### src/rtl/wtc_7seg_arbiter_pkg.sv
// Shared types and widths for the 7-segment display arbiter.
// Nibble/mode widths match the wtc_7seg driver inputs.
package wtc_7seg_arbiter_pkg;

    localparam int NUM_W  = 4;
    localparam int MODE_W = 3;

    typedef enum logic {
        ST_IDLE,
        ST_SHOW
    } state_e;

endpackage

### src/rtl/wtc_rr_pick.sv
// Combinational round-robin picker.
// Searches upward from (ptr_i + 1) mod N, skipping masked requesters.
module wtc_rr_pick #(
    parameter int N     = 4,
    parameter int PTR_W = 2
) (
    input  logic [N-1:0]     req_i,
    input  logic [N-1:0]     mask_i,
    input  logic [PTR_W-1:0] ptr_i,
    output logic [N-1:0]     grant_o,
    output logic [PTR_W-1:0] idx_o,
    output logic             valid_o
);

    logic [PTR_W:0]   sum;
    logic [PTR_W-1:0] cand;

    // First eligible requester after the pointer wins.
    always_comb begin
        grant_o = '0;
        idx_o   = '0;
        valid_o = 1'b0;
        sum     = '0;
        cand    = '0;
        for (int i = 1; i <= N; i++) begin
            sum = {1'b0, ptr_i} + (PTR_W+1)'(i);
            if (sum >= (PTR_W+1)'(N)) begin
                sum = sum - (PTR_W+1)'(N);
            end
            cand = sum[PTR_W-1:0];
            if (!valid_o && req_i[cand] && !mask_i[cand]) begin
                valid_o       = 1'b1;
                grant_o[cand] = 1'b1;
                idx_o         = cand;
            end
        end
    end

endmodule

### src/rtl/wtc_7seg_arbiter.sv
// Time-shares one wtc_7seg driver among NUM_REQ requesters.
// Each grant latches its nibble/mode and holds it for DWELL_CYCLES clocks.
module wtc_7seg_arbiter
    import wtc_7seg_arbiter_pkg::*;
#(
    parameter int                NUM_REQ      = 4,
    parameter int                DWELL_CYCLES = 25000000,
    parameter logic [NUM_W-1:0]  IDLE_NUM     = 4'h0,
    parameter logic [MODE_W-1:0] IDLE_MODE    = 3'd0
) (
    input  logic                      i_Clk,
    input  logic                      i_Reset,
    input  logic [NUM_REQ-1:0]        i_Req,
    input  logic [NUM_W*NUM_REQ-1:0]  i_Num,
    input  logic [MODE_W*NUM_REQ-1:0] i_Mode,
    output logic [NUM_REQ-1:0]        o_Grant,
    output logic [NUM_REQ-1:0]        o_Done,
    output logic [NUM_W-1:0]          o_Binary_Num,
    output logic [MODE_W-1:0]         o_Mode,
    output logic                      o_Busy
);

    localparam int PTR_W = $clog2(NUM_REQ);
    localparam int CNT_W = $clog2(DWELL_CYCLES);
    localparam logic [CNT_W-1:0] CNT_LAST = CNT_W'(DWELL_CYCLES - 1);
    localparam logic [PTR_W-1:0] PTR_RST  = PTR_W'(NUM_REQ - 1);

    state_e              state_q, state_d;
    logic [CNT_W-1:0]    cnt_q, cnt_d;
    logic [NUM_REQ-1:0]  grant_q, grant_d;
    logic [NUM_REQ-1:0]  done_q, done_d;
    logic [NUM_W-1:0]    num_q, num_d;
    logic [MODE_W-1:0]   mode_q, mode_d;
    logic                busy_q, busy_d;
    logic [PTR_W-1:0]    idx_q, idx_d;
    logic [PTR_W-1:0]    ptr_q, ptr_d;

    logic                in_show;
    logic                finish;
    logic [NUM_REQ-1:0]  pick_mask;
    logic [PTR_W-1:0]    pick_ptr;
    logic [NUM_REQ-1:0]  pick_grant;
    logic [PTR_W-1:0]    pick_idx;
    logic                pick_valid;
    logic [NUM_W-1:0]    sel_num;
    logic [MODE_W-1:0]   sel_mode;

    // In SHOW the finishing owner is masked and the search starts after it.
    assign in_show   = (state_q == ST_SHOW);
    assign pick_mask = in_show ? grant_q : '0;
    assign pick_ptr  = in_show ? idx_q : ptr_q;

    wtc_rr_pick #(
        .N     (NUM_REQ),
        .PTR_W (PTR_W)
    ) u_pick (
        .req_i   (i_Req),
        .mask_i  (pick_mask),
        .ptr_i   (pick_ptr),
        .grant_o (pick_grant),
        .idx_o   (pick_idx),
        .valid_o (pick_valid)
    );

    // Select the winner's nibble and mode for latching.
    always_comb begin
        sel_num  = '0;
        sel_mode = '0;
        for (int k = 0; k < NUM_REQ; k++) begin
            if (pick_grant[k]) begin
                sel_num  = i_Num[k*NUM_W +: NUM_W];
                sel_mode = i_Mode[k*MODE_W +: MODE_W];
            end
        end
    end

    // Next-state: dwell counting, completion pulse and (re)arbitration.
    always_comb begin
        state_d = state_q;
        cnt_d   = cnt_q;
        grant_d = grant_q;
        done_d  = '0;
        num_d   = num_q;
        mode_d  = mode_q;
        busy_d  = busy_q;
        idx_d   = idx_q;
        ptr_d   = ptr_q;
        finish  = 1'b0;
        unique case (state_q)
            ST_IDLE: begin
                cnt_d = '0;
            end
            ST_SHOW: begin
                if (cnt_q == CNT_LAST) begin
                    finish = 1'b1;
                    done_d = grant_q;
                    ptr_d  = idx_q;
                end else begin
                    cnt_d = cnt_q + 1'b1;
                end
            end
            default: begin
                state_d = ST_IDLE;
            end
        endcase
        if (!in_show || finish) begin
            cnt_d = '0;
            if (pick_valid) begin
                state_d = ST_SHOW;
                grant_d = pick_grant;
                idx_d   = pick_idx;
                num_d   = sel_num;
                mode_d  = sel_mode;
                busy_d  = 1'b1;
            end else begin
                state_d = ST_IDLE;
                grant_d = '0;
                num_d   = IDLE_NUM;
                mode_d  = IDLE_MODE;
                busy_d  = 1'b0;
            end
        end
    end

    // State register; reset aborts any grant without a done pulse.
    always_ff @(posedge i_Clk) begin
        if (i_Reset) begin
            state_q <= ST_IDLE;
            cnt_q   <= '0;
            grant_q <= '0;
            done_q  <= '0;
            num_q   <= IDLE_NUM;
            mode_q  <= IDLE_MODE;
            busy_q  <= 1'b0;
            idx_q   <= '0;
            ptr_q   <= PTR_RST;
        end else begin
            state_q <= state_d;
            cnt_q   <= cnt_d;
            grant_q <= grant_d;
            done_q  <= done_d;
            num_q   <= num_d;
            mode_q  <= mode_d;
            busy_q  <= busy_d;
            idx_q   <= idx_d;
            ptr_q   <= ptr_d;
        end
    end

    assign o_Grant      = grant_q;
    assign o_Done       = done_q;
    assign o_Binary_Num = num_q;
    assign o_Mode       = mode_q;
    assign o_Busy       = busy_q;

endmodule

### config.mk
export PLATFORM = sky130hd
export DESIGN_NAME = wtc_7seg_arbiter
export DESIGN_NICKNAME = d
export VERILOG_FILES = /design/src/rtl/wtc_7seg_arbiter_pkg.sv /design/src/rtl/wtc_rr_pick.sv /design/src/rtl/wtc_7seg_arbiter.sv
export SDC_FILE = /design/constraint.sdc
export NUM_CORES = 1
export LEC_CHECK = 0
export ABC_AREA = 0
export BUFFER_PORTS_ARGS = -buffer_cell sky130_fd_sc_hd__buf_4
export CAP_MARGIN = 20
export CORE_ASPECT_RATIO = 1.75
export CORE_UTILIZATION = 60
export DETAILED_ROUTE_END_ITERATION = 8
export PLACE_DENSITY = 0.85
export RECOVER_POWER = 25
export SYNTH_ARGS = -nofsm -noshare
export SYNTH_HDL_FRONTEND = slang
export SYNTH_SLANG_ARGS = --single-unit
### constraint.sdc
create_clock -name i_Clk -period 7.1 [get_ports i_Clk]
set_input_delay 0.355 -clock i_Clk [delete_from_list [all_inputs] [get_ports i_Clk]]
set_output_delay 0.355 -clock i_Clk [all_outputs]
set_load 0.005 [all_outputs]
==> run metrics <==
post-CTS resize count=0; DR vias/cell=about 6.2; GRT busiest layer=met2; synthesis-stage register bit count=45; PD cells=225.6 mW/mm^2; drt pass-1 iters=5; synthesis-to-finish area growth=17.68%; Register-to-Register Path Depth=7; Synth Instances=316; global-route wire length before repair=11140 um; Max Cap Viol=0; Finished Layout Cells=a little over 400; synthesized area=0.002745 mm^2; post-route clock period utilization=50.82%; antenna diode count=0; synthesized area per cell=between 8 and 9 um^2; CTS tree=done; Die X=53.13 um; Core Region=0.004404 mm^2; Synth Flop Type=dfxtp_1; total track usage=30.54%; commonest non-fill, non-tap cell in the layout=dfxtp_1; status=finished, final reports clean; largest net degree at the start of global routing=25; count of different cell masters after synthesis=between 60 and 70; most frequent cells in the layout=45 x dfxtp_1, 43 x nor2_1, 34 x buf_4; minimum clock period=3.608 ns; Startpoint Class=register; hold path depth=3; vias in the first global route=2494; Final Setup Violations=0; fmax=277.2 MHz; ys async rst share=0%; Clock Root Buffer=clkbuf_8; CTS max path bufs=2; Skew-Pair Late Insertion Delay=around 0.3 ns; Detailed Route Iter0 Violations=105; Hold WC Path Type=in2reg; initial antenna violation count=0; static leakage=1.228 nW; Least-Margin Pin Slew=around 0.9 ns; syn nets=359; YS warnings=0; Final HPWL DP=5256 um; DRC errors left=0; routed len/inst=between 15 and 20 um; layout net count=404; Rel. slew slack=40.14%; Crit. End Element=register; CTS Buf Count=5; sequential area share after synthesis=32.82%; die area=0.004860 mm^2; Arr. time, crit path=3.82 ns; Post-CTS Setup Bufs=0; Vias=around 2600; Initial Utilization=62.33%; placed insts=405; layout cells sized above 1=a little over a fifth; I/O pin count=50; CP Data Required Time=around 7.3 ns; GRT overflow=0; hold slack=0.3056 ns; Post-synth EDFFs=0; Hold Violations, Final=0; Cell Rows=32; unrepaired setup endpoints after global routing=false; CP Class=reg2reg; maximum VDD drop=about 210 uV; GP Congestion=0.8734; M3 GR Usage=roughly 3.5%; Die Ht=91.48 um; clock skew=0.009091 ns; met1 usage in global routing=31.27%; Worst Path Max Fanout=17; antenna-violating nets left=0; Max Transition Viols Final=0; drt total wl=6985 um; H-tree depth=2; setup TNS=0 ns; # clock sinks=45; Reg clk slew, reported paths=roughly 0.080 ns; port buffer count=49; met2 Use GR=56.75%; CTS Hold Bufs=0
[where the power goes]
group	total [mW]	switching (mW)	internal, mW
Combinational	0.244	0.141	0.103
Clock	0.195	0.0893	0.105
Sequential	0.290	0.0200	0.270
[final timing paths]
kind	start	end	slack, ns
worst max-delay path	o_Busy	o_Binary_Num[1]	3.49
worst min-delay path	i_Mode[10]	o_Mode[1]	0.31
worst min register to register	cnt_q[0]	cnt_q[0]	0.47
worst max register to register	o_Busy	o_Binary_Num[1]	3.49
[final cells by class]
type | instances | area (um^2)
inverters | 15 | 58.81
multi-input cells | 245 | 1724
clock inverters | 3 | 46.29
flip-flops and latches | 45 | 900.9
well taps | 51 | 63.81
clock buffers | 5 | 68.82
repair buffers | 49 | 367.9
fillers | 350 | 1174
[per-stage QoR]
stage	power (mW)	area (um^2)	setup slack [ns]	util [%]
global route	0.7651	3231	3.183	73.35
CTS	0.7290	3231	3.568	73.35
finish	0.7290	3231	3.492	73.35
floorplan	0.4611	2745	4.265	-
detailed placement	0.5370	3115	3.589	70.74
global placement	0.5335	3115	3.707	70.74
[Yosys cell counts, drive strengths merged (4+ instances only)]
cell,n,share of area (%)
inv,15,2.1
o31ai,7,1.9
nand2,16,2.2
and3b,4,1.3
buf,5,1.4
mux2i,5,2.6
nor2,43,5.9
nand3,13,2.4
and3,5,1.1
xnor2,6,1.9
nand2b,8,1.8
clkbuf,6,0.82
a21oi,8,1.5
o21ai,9,1.6
nand4,7,1.8
and2,6,1.4
dfxtp,45,33
a41oi,7,2.2
a311oi,8,2.6
xor2,13,4.1
ha,9,4.1
nor4,5,2.1
nor3,10,2.0
a32oi,8,2.6
[flip-flops by register name, indices dropped and copies added, names as in the netlist]
name,cells
o_Mode,3
idx_q,2
cnt_q,25
o_Done,4
o_Busy,1
o_Binary_Num,4
o_Grant,4
ptr_q,2
[layer usage]
| metal | vias to the layer above | wire length (um) | part of all wire [%] |
|---|---|---|---|
| li1 | 1268 | - | - |
| met1 | 1216 | 2600 | 37 |
| met2 | 71 | 3973 | 57 |
| met3 | 23 | 168 | 2.4 |
| met4 | 0 | 243 | 3.5 |
| met5 | - | 0 | 0 |
[cell families (layout without fill, tap and decap cells)]
group | count (synthesis) | in the layout | share of synthesized area [%]
AO/OA/AOI/OAI | 76 | 76 | 22.88
XOR/XNOR | 19 | 19 | 6.062
adder cells (fa/ha/maj) | 9 | 9 | 4.102
buffers and inverters | 26 | 72 | 4.375
flip-flops | 45 | 45 | 32.82
multiplexers | 5 | 5 | 2.553
AND/OR/NAND/NOR | 136 | 136 | 27.21
[critical path, stage by stage (launching register included)]
cell	delay, ns
dfxtp_1	0.71
mux2i_2	0.56
inv_1	0.32
a211oi_2	0.46
mux2i_1	0.60
and4_1	0.46
a311oi_1	0.15
o31ai_1	0.26
Note: power is estimated with default switching activity, not from simulation.
